### config.mk
export PLATFORM = sky130hd
export DESIGN_NAME = ahf_mem_arb_v
export DESIGN_NICKNAME = d
export VERILOG_FILES = /design/src/rtl/ahf_mem_arb_v.sv
export SDC_FILE = /design/constraint.sdc
export NUM_CORES = 1
export LEC_CHECK = 0
export BUFFER_PORTS_ARGS = -buffer_cell sky130_fd_sc_hd__clkbuf_2
export CELL_PAD_IN_SITES_DETAIL_PLACEMENT = 1
export CELL_PAD_IN_SITES_GLOBAL_PLACEMENT = 2
export CORE_UTILIZATION = 21
export CTS_BUF_LIST = sky130_fd_sc_hd__clkbuf_4
export DETAILED_ROUTE_END_ITERATION = 10
export GPL_TIMING_DRIVEN = 0
export PLACE_DENSITY_LB_ADDON = 0.05
export SETUP_SLACK_MARGIN = 0.15
export SYNTH_ARGS = -nofsm -noshare
export SYNTH_HDL_FRONTEND = slang
export SYNTH_SLANG_ARGS = --single-unit
### constraint.sdc
create_clock -name Clk -period 3.4 [get_ports Clk]
set_clock_uncertainty 0.2 [all_clocks]
set_input_delay 0.17 -clock Clk [delete_from_list [all_inputs] [get_ports Clk]]
set_output_delay 0.17 -clock Clk [all_outputs]
set_load 0.05 [all_outputs]
### src/rtl/ahf_mem_arb_v.sv
// ahf_mem_arb_v: round-robin block-burst arbiter and sequencer for the shared main memory
module ahf_mem_arb_v #(
  parameter int AW     = 10,
  parameter int DW     = 14,
  parameter int WB     = 4,
  parameter int RD_LAT = 1
) (
  input  logic             Clk,
  input  logic             Resetn,
  input  logic             ic_req,
  input  logic [AW-WB-1:0] ic_blk,
  input  logic             dc_req,
  input  logic             dc_we,
  input  logic [AW-WB-1:0] dc_blk,
  input  logic [DW-1:0]    dc_wdata,
  input  logic [DW-1:0]    mem_rdata,
  output logic             ic_gnt,
  output logic             dc_gnt,
  output logic             rd_valid,
  output logic [WB-1:0]    rd_word,
  output logic [DW-1:0]    rd_data,
  output logic [WB-1:0]    xfer_word,
  output logic             ic_done,
  output logic             dc_done,
  output logic [AW-1:0]    mem_addr,
  output logic             mem_wren,
  output logic [DW-1:0]    mem_wdata
);
  typedef enum logic [1:0] {IDLE, XFER, DRAIN} state_t;
  state_t state_q, state_d;
  logic owner_q, owner_d, last_q, last_d, rw_q, rw_d;
  logic [AW-WB-1:0] blk_q, blk_d;
  logic [WB-1:0] cnt_q, cnt_d;
  logic [RD_LAT-1:0] pv_q, pv_d;
  logic [WB-1:0] pw_q [RD_LAT];
  logic [WB-1:0] pw_d [RD_LAT];
  logic pick_dc, done;
  // owner encoding: 0 = IC, 1 = DC; on contention the side that did not go last wins
  always_comb begin
    pick_dc = dc_req && (!ic_req || !last_q);
    done = (state_q == XFER) ? (rw_q && &cnt_q)
         : (state_q == DRAIN) && pv_q[RD_LAT-1] && &pw_q[RD_LAT-1];
    state_d = state_q;
    owner_d = owner_q;
    blk_d = blk_q;
    rw_d = rw_q;
    cnt_d = cnt_q;
    last_d = done ? owner_q : last_q;
    case (state_q)
      IDLE: if (ic_req || dc_req) begin
        state_d = XFER;
        owner_d = pick_dc;
        blk_d = pick_dc ? dc_blk : ic_blk;
        rw_d = pick_dc && dc_we;
        cnt_d = '0;
      end
      XFER: begin
        cnt_d = cnt_q + 1'b1;
        if (&cnt_q) state_d = rw_q ? IDLE : DRAIN;
      end
      DRAIN: if (done) state_d = IDLE;
      default: state_d = IDLE;
    endcase
    pv_d[0] = (state_q == XFER) && !rw_q;
    pw_d[0] = cnt_q;
    for (int i = 1; i < RD_LAT; i++) begin
      pv_d[i] = pv_q[i-1];
      pw_d[i] = pw_q[i-1];
    end
  end
  always_ff @(posedge Clk or negedge Resetn) begin
    if (!Resetn) begin
      state_q <= IDLE;
      owner_q <= 1'b0;
      last_q <= 1'b1;
      rw_q <= 1'b0;
      blk_q <= '0;
      cnt_q <= '0;
      pv_q <= '0;
      pw_q <= '{default: '0};
    end else begin
      state_q <= state_d;
      owner_q <= owner_d;
      last_q <= last_d;
      rw_q <= rw_d;
      blk_q <= blk_d;
      cnt_q <= cnt_d;
      pv_q <= pv_d;
      pw_q <= pw_d;
    end
  end
  always_comb begin
    ic_gnt = (state_q != IDLE) && !owner_q;
    dc_gnt = (state_q != IDLE) && owner_q;
    rd_valid = pv_q[RD_LAT-1];
    rd_word = rd_valid ? pw_q[RD_LAT-1] : '0;
    rd_data = rd_valid ? mem_rdata : '0;
    xfer_word = cnt_q;
    ic_done = done && !owner_q;
    dc_done = done && owner_q;
    mem_addr = (state_q == XFER) ? {blk_q, cnt_q} : '0;
    mem_wren = (state_q == XFER) && rw_q;
    mem_wdata = mem_wren ? dc_wdata : '0;
  end
endmodule
# == Word-level counts from Yosys, hierarchy flattened ==
# Cells that the tools add are included.
# word_totals
ff_bits,20
out_inout_bits,52
input_bits,45
elab_cells,52
# classes
add_sub_neg,1
reduce_logical,25
mux,13
n_eq_ne,5
# op_table
op,count
$mux W14,2
$logic_and A1 B1 Y1,11
$mux W10,1
$mux W2,4
$mux W4,2
$pmux W4 S2,1
$reduce_and A4 Y1,2
$mux W6,1
$ne A2 B2 Y1 const B,3
$pmux W2 S3,1
$add A4 B1 Y4 const B,1
$logic_not A1 Y1,4
$reduce_and A2 Y1,2
$reduce_bool A2 Y1,2
$reduce_and A3 Y1,1
$eq A2 B1 Y1 const B,1
$eq A2 B2 Y1 const B,1
$logic_not A2 Y1,1
$logic_or A1 B1 Y1,2
$mux W1,1

# == Logic depth before layout (Yosys ltp) ==
# Gate-level depths: netlist of run 1.
# depth
depth_word,6
ltp_mapped,5
depth_no_buf,4

# == Worst setup path after synthesis of run 1 ==
# Ideal clock, no wire load.
# synth_timing
path_type,register to output
from,register pv_q (netlist: rd_valid)
to,output dc_done
required_ns,3.030
stages_incl_launch_ff,5
arrival_time_ns,2.133
n_path_buf,0
slack_ns,0.897
cell_sequence,dfrtp_1 -> and2_4 -> and4_1 -> a32oi_2 -> nor2b_1
# synth_between
elab_chain_cells,4
# synth_rtl
item,line_no,source
"start, declared",34,"logic [RD_LAT-1:0] pv_q, pv_d;"
"start signal, assigned",88,pv_q <= pv_d;
$logic_and A1 B1 Y1 (2 in series),42,: (state_q == DRAIN) && pv_q[RD_LAT-1] && &pw_q[RD_LAT-1];
$mux W1,41,done = (state_q == XFER) ? (rw_q && &cnt_q)
$logic_and A1 B1 Y1,100,dc_done = done && owner_q;
"end, declared",24,"output logic dc_done,"
# Every way passes these cells.

# == Worst setup path in the final report of run 1 ==
# layout_timing
from,register cnt_q[0] (netlist: xfer_word[0])
to,output dc_done
# layout_between
elab_chain_cells,4
# layout_rtl
item,line_no,source
"start, declared",33,"logic [WB-1:0] cnt_q, cnt_d;"
"start signal, assigned",87,cnt_q <= cnt_d;
$reduce_and A4 Y1,41,
$logic_and A1 B1 Y1,41,
$mux W1,41,
$logic_and A1 B1 Y1,100,
# Every way passes these cells.

==> summary.txt, run 1 <==
Worst setup path
  • CP Data Required Time: 3.03 ns
  • Type of origin of the critical path: flop
  • Highest fanout seen on the critical path: 6
  • Critical Path End Type: output port
  • Critical register-to-register path endpoint: blk_q[1]$_DFFE_PN0P_
  • Worst R2R Path Depth: 5
  • Arrival time of the worst setup path: ~1.9 ns
  • Start-to-end type of the worst setup path: reg -> out
  • R2r startpoint: last_q$_DFFE_PN1P_
  • Worst reg2reg setup slack: 1.47 ns

Placement
  • DP Area: 1700 sq um
  • Count of port buffers added during placement: 96
  • Post-placement setup slack: 1.48 ns
  • Global placement routability congestion: 0.754
  • Number of cells in the design after placement: 286
  • HPWL reported at the end of detailed placement: 3100 um

Power
  • Power density cells: between 1000 and 1500 nW/um^2
  • Total power of the final layout: ~2.2 mW
  • Leakage dissipation: 1.08 nW
  • Worst ir drop on vdd: 416 uV

Global routing
  • Pin count of the biggest net entering global routing: 21
  • Number of antenna violations at the first check in global routing: 0
  • Via count of the first global-routing pass: between 1k and 1.5k
  • Wire length of the first global-routing pass: just under 6000 um
  • Total grt overflow: 0
  • Global Route Usage Sum: ~14%

Timing
  • Setup-violating endpoint count in the final report: 0
  • Time the worst path needs with I/O delays and setup: 2.24 ns
  • Max-slew violations: 0
  • Fraction of the cycle the final worst path needs: roughly two thirds
  • Total negative setup slack: 0 ns
  • Fmax: approximately 450 MHz
  • Worst hold-check slack: 0.124 ns
  • Worst relative slew slack: 65.0%
  • Final setup slack of the worst path: 1.16 ns
  • Transition time of the tightest slew-check pin: around 0.53 ns
  • Setup repair after global routing missed its margin: no
  • Final count of hold timing violations: 0

Final layout
  • Final design area excluding fillers: 1900 sq um
  • Fraction of layout cells with a size suffix above 1: 46.2%
  • Diode count: 0
  • Number of standard cells in the layout, taps in and fillers out: 304
  • Post-layout utilization of the core: around 37%
  • Area overhead of the layout relative to synthesis: 67.0%
  • Nets: 281

Drt
  • Count of TritonRoute iterations in the first routing pass: 4
  • Detailed-route wire length per cell: 13.2 um
  • DRC violation count after routing: 0
  • Number of design-rule violations left by the first detailed-router iteration: 20
  • Via count: 1328
  • Wire length reported by the detailed router: roughly 4000 um
  • Vias per inst: 4.37
  • Count of nets left with antenna violations after detail routing: 0

Clocking
  • Number of levels the H-tree was split into: 1
  • Maximum root-to-sink buffer count: 2
  • Post-cts resize count: 0
  • Total clock buffers created by CTS: 3
  • Number of clock sinks: 20
  • Clock latency reported for the late side of the worst-skew pair: 0.31 ns
  • Post-CTS clock slew at the launch and capture registers of the worst setup and hold paths: 0.13 ns
  • CTS tree: built
  • Clk Tree Root Cell: sky130_fd_sc_hd__clkbuf_4

Synthesis
  • Async SR Flop Fraction: 100%
  • Library cell with the largest summed area after synthesis: sky130_fd_sc_hd__dfrtp_1
  • Top post-synthesis cells by count: sky130_fd_sc_hd__and2_1, sky130_fd_sc_hd__dfrtp_1, sky130_fd_sc_hd__and3_1
  • Sequential fraction of the synthesis area: about 44%
  • Distinct cells, synth: 28
  • Post-Syn Nets: between 150 and 200
  • Synthesized area per cell: 9.47 sq um
  • Yosys top cell area share: around two fifths
  • Synthesis Warnings: 0
  • Synthesized instance count: 120
  • Library cell with the highest instance count after synthesis: sky130_fd_sc_hd__and2_1
  • Register bit total from synthesis: 20
  • Cell area after synthesis: roughly 1100 sq um
  • Leading register cell type out of synthesis: sky130_fd_sc_hd__dfrtp_1
  • Synth top area cells: sky130_fd_sc_hd__dfrtp_1, sky130_fd_sc_hd__and2_1, sky130_fd_sc_hd__and3_1
  • Number of enable flip-flop cells after synthesis: 0

Min path
  • Capture endpoint of the worst hold path: blk_q[2]$_DFFE_PN0P_
  • Worst hold path startpoint: dc_req
  • Classification of the worst-slack hold path: in -> reg
  • Worst hold path stage count: 3

Floorplanning
  • Starting density of the core: 22.0%
  • I/O pin total: a little under 100
  • Area inside the core boundary: 5170 sq um
  • Height of the chip: 75.6 um
  • Placement row count: 26
  • Die area: 5710 sq um
  • Die outline width: roughly 76 um

Flow run
  • Max Cap Viol: 0

Run status
  • Status: complete, no violations
[critical path, cell delays in order (launching register included)]
cell,delay [ns]
sky130_fd_sc_hd__dfrtp_1,0.49
sky130_fd_sc_hd__ha_1,0.26
sky130_fd_sc_hd__and3_1,0.23
sky130_fd_sc_hd__a32oi_2,0.26
sky130_fd_sc_hd__nor2b_1,0.08
sky130_fd_sc_hd__clkbuf_2,0.24
[logic make-up after synthesis]
kind of cell | synth area share (%)
AOI/OAI and AO/OA | 9.25
DFF | 44.2
xor gates and xnor gates | 0.771
muxes | 6.61
buffers and inverters | 3.41
and+or+nand+nor | 34.7
adders and majority gates | 1.10
[how the worst max path moves through the flow]
| stage | slack, ns | startpoint | to |
|---|---|---|---|
| 2_1_floorplan | 0.90 | rd_valid$_DFF_PN0_ | dc_done |
| 3_3_place_gp | 1.51 | state_q[1]$_DFFE_PN0P_ | mem_addr[0] |
| 3_5_place_dp | 1.48 | state_q[1]$_DFFE_PN0P_ | mem_addr[1] |
| 4_1_cts | 1.12 | xfer_word[0]$_DFFE_PN0P_ | dc_done |
| 5_1_grt | 1.04 | state_q[1]$_DFFE_PN0P_ | mem_addr[1] |
| 6_report | 1.16 | xfer_word[0]$_DFFE_PN0P_ | dc_done |
[timing repair]
action                                  in CTS  in global routing
hold buffers                                14                  0
endpoints found under the setup margin       0                  0
buffers inserted                             0                  0
endpoints found under the hold margin       27                  0
[placed cells by master (no fill, tap or decap), drive strengths merged, types with 2 or more instances in the layout]
| master | synthesis | layout |
|---|---|---|
| nand3 | 3 | 3 |
| clkbuf | 5 | 104 |
| dlygate4sd3 | 0 | 14 |
| o21ai | 10 | 10 |
| nor2 | 4 | 4 |
| and2 | 30 | 30 |
| dfrtp | 19 | 19 |
| nor2b | 3 | 3 |
| nand2 | 10 | 10 |
| mux2i | 6 | 6 |
| buf | 2 | 2 |
| and3 | 15 | 15 |
[layer usage]
| layer | wire length, um | vias up | global-route usage, % |
|---|---|---|---|
| met5 | 0 | - | 0 |
| met4 | 19 | 0 | 5.35 |
| met3 | 282 | 2 | 1.46 |
| met2 | 2070 | 61 | 27.9 |
| met1 | 1630 | 627 | 14.5 |
| li1 | - | 638 | - |
[state kept, by name, indices dropped and copies added (netlist names)]
signal     cells
rd_valid       1
owner_q        1
xfer_word      4
state_q        2
last_q         1
blk_q          6
pw_q           4
rw_q           1
[cell type report]
cell class                      count  area (sq um)
Buffer                              7          35.0
Clock buffer                        3          22.5
Clock inverter                      1          30.0
Fill cell                         660          3280
Inverter                            1          3.75
Multi-Input combinational cell     92           596
Sequential cell                    20           502
Tap cell                           70          87.6
Timing Repair Buffer              110           621
[where the power goes]
group | internal, mW | switching (mW)
registers | 0.351 | 0.104
logic | 0.395 | 1.15
clock network | 0.119 | 0.0797
total | 0.865 | 1.34
No activity file was read; power rests on OpenSTA's default activity.
==> run 2, diff against run 1 <==
Settings changed: CORE_UTILIZATION 21 to 18.
Clock period 3.4 ns to 1.98 ns, I/O delays scaled along.
==> summary.txt, run 2 (synthesized netlist as in run 1, its figures left out) <==
Run status
  • Status: finished, violations left
  • Failing checks: hold timing

Drt
  • Vias per inst: approximately 4.3
  • Detailed-route wire length per cell: roughly 14 um
  • DRC violation count after routing: 0
  • Number of design-rule violations left by the first detailed-router iteration: 30
  • Count of TritonRoute iterations in the first routing pass: 4
  • Via count: 1397
  • Wire length reported by the detailed router: approximately 4500 um
  • Count of nets left with antenna violations after detail routing: 0

Clocking
  • Number of clock sinks: 20
  • Clock latency reported for the late side of the worst-skew pair: 0.31 ns
  • Clk Tree Root Cell: sky130_fd_sc_hd__clkbuf_4
  • Maximum root-to-sink buffer count: 2
  • CTS tree: built
  • Total clock buffers created by CTS: 3
  • Number of levels the H-tree was split into: 1
  • Post-CTS clock slew at the launch and capture registers of the worst setup and hold paths: 0.12 ns

Final layout
  • Area of the multi-input gates: approximately 720 sq um
  • Largest register by flop count: blk_q
  • Fraction of layout cells with a size suffix above 1: 62.8%
  • Number of inserted filler cells in the final layout: 684
  • Commonest non-fill, non-tap cells in the layout: sky130_fd_sc_hd__clkbuf_2, sky130_fd_sc_hd__and2_1, sky130_fd_sc_hd__buf_8
  • Most frequent standard cell in the layout excluding fill and tap cells: sky130_fd_sc_hd__clkbuf_2
  • Flip-flop count of the largest register after layout: 6
  • Combined flip-flop and latch cell area: 508 sq um
  • Diode count: 0
  • Area overhead of the layout relative to synthesis: 117%
  • Nets: 300

Global routing
  • Number of antenna violations at the first check in global routing: 0
  • Wire length of the first global-routing pass: 7000 um
  • Via count of the first global-routing pass: approximately 1.5k
  • Pin count of the biggest net entering global routing: 21
  • Total grt overflow: 0
  • Global Route Usage Sum: 13.9%

Placement
  • HPWL reported at the end of detailed placement: between 3000 and 4000 um
  • Global placement routability congestion: ~0.69
  • Count of port buffers added during placement: 96

Power
  • Leakage dissipation: 1.27 nW
  • Fraction of power consumed by combinational cells: about 80%
  • Share of total power in the clock network: ~4.4%
  • Power density cells: roughly 1900 nW/um^2
  • Power Internal: about 2.2 mW
  • Worst ir drop on vdd: 984 uV
  • Share of power burned in registers: approximately 17%
  • Total power of the final layout: 4.65 mW
  • Switching part of the total power: 53.6%
  • Power dissipated by switching net loads: 2.49 mW

Floorplanning
  • Starting density of the core: between 10% and 20%
  • Die outline width: 81.4 um
  • Height of the chip: 81.4 um
  • Die area: 6630 sq um
  • Placement row count: 28
  • I/O pin total: slightly below 100
  • Area inside the core boundary: 5990 sq um

Timing
  • Transition time of the tightest slew-check pin: approximately 0.56 ns
  • Fraction of the cycle the final worst path needs: 98.5%
  • Max-slew violations: 0
  • Total negative setup slack: 0 ns
  • Worst hold-check slack: -0.0104 ns
  • Setup repair after global routing missed its margin: yes
  • Fmax: 513 MHz
  • Final count of hold timing violations: 5
  • Time the worst path needs with I/O delays and setup: 1.95 ns
  • Setup-violating endpoint count in the final report: 0
  • Worst relative slew slack: between 60% and 70%

Worst setup path
  • Arrival time of the worst setup path: 1.65 ns
  • Critical Path End Type: output port
  • Type of origin of the critical path: flop
  • Highest fanout seen on the critical path: 5
  • Start-to-end type of the worst setup path: reg -> out
  • CP Data Required Time: 1.68 ns

Flow run
  • Max Cap Viol: 0

Min path
  • Classification of the worst-slack hold path: in -> reg
run 2: cell count changes in the layout (fill, tap and decap cells not counted), moves of 8 or more:
cell                       previous run  this run
sky130_fd_sc_hd__buf_8                0        18
sky130_fd_sc_hd__clkbuf_2            96        69
sky130_fd_sc_hd__buf_4                0        17
sky130_fd_sc_hd__and2_4               2        11
sky130_fd_sc_hd__and3_4               0         8
sky130_fd_sc_hd__and3_1              15         7
sky130_fd_sc_hd__and2_1              28        19
run 2: worst paths after layout:
| check | slack (ns) | startpoint | endpoint | cells past startpoint |
|---|---|---|---|---|
| max in group asynchronous | 1.08 | Resetn | rw_q$_DFFE_PN0P_ | 2 |
| hold / removal | -0.01 | dc_req | xfer_word[3]$_DFFE_PN0P_ | 4 |
| setup / recovery | 0.03 | state_q[0]$_DFFE_PN0P_ | dc_done | 6 |
| min in group asynchronous | 0.11 | Resetn | state_q[0]$_DFFE_PN0P_ | 2 |
| setup reg to reg | 0.14 | state_q[0]$_DFFE_PN0P_ | last_q$_DFFE_PN1P_ | 6 |
| hold reg to reg | 0.31 | blk_q[2]$_DFFE_PN0P_ | blk_q[2]$_DFFE_PN0P_ | 2 |
run 2: final cells by class:
| cell class | count | area share [%] |
|---|---|---|
| plain buffers | 7 | 2.18 |
| clock buffers | 3 | 0.913 |
| clock inverters | 1 | 0.152 |
| inverters | 1 | 0.152 |
| multi-input cells | 92 | 29.3 |
| flip-flops and latches | 20 | 20.6 |
| well taps | 75 | 3.80 |
| repair buffers | 129 | 43.0 |
run 2: per-stage QoR:
stage	std cells	util [%]	worst slack, ns	cell area (sq um)
floorplan	120	-	0.141	1170
global placement	291	29.1	0.0907	1750
detailed placement	291	29.1	0.0815	1750
CTS	324	38.5	0.00816	2300
global route	328	41.2	-0.0448	2470
finish	328	41.2	0.0306	2470
run 2: power by group through the flow:
stage | sequential (mW) | combinational, mW | clock [mW]
2_1_floorplan | 0.915 | 1.92 | 0
6_report | 0.772 | 3.68 | 0.206
4_1_cts | 0.765 | 3.30 | 0.218
5_1_grt | 0.802 | 3.88 | 0.242
3_3_place_gp | 0.798 | 2.64 | 0
3_5_place_dp | 0.808 | 2.67 | 0
run 2: critical path, cell delays in order, from the launching register on:
cell	delay, ns
sky130_fd_sc_hd__dfrtp_1	0.41
sky130_fd_sc_hd__nor2b_4	0.13
sky130_fd_sc_hd__buf_6	0.12
sky130_fd_sc_hd__and2_4	0.16
sky130_fd_sc_hd__a32oi_4	0.29
sky130_fd_sc_hd__nor2b_4	0.07
sky130_fd_sc_hd__buf_8	0.15
run 2: timing repair:
| action | in CTS | in global routing |
|---|---|---|
| gates resized for setup | 63 | 56 |
| gates cloned | 0 | 1 |
| buffers inserted | 15 | 3 |
| hold buffers | 14 | 0 |
| setup endpoints to repair | 36 | 48 |
| pin swaps | 4 | 8 |
| endpoints found under the hold margin | 27 | 0 |
run 2: per-layer routing:
| layer | global-route usage (%) | vias up | part of all wire (%) |
|---|---|---|---|
| met3 | 3.11 | 4 | 4.8 |
| met5 | 0 | - | 0 |
| met2 | 26.7 | 39 | 54 |
| met4 | 2.68 | 0 | 0.67 |
| met1 | 15.5 | 677 | 41 |
| li1 | - | 677 | - |
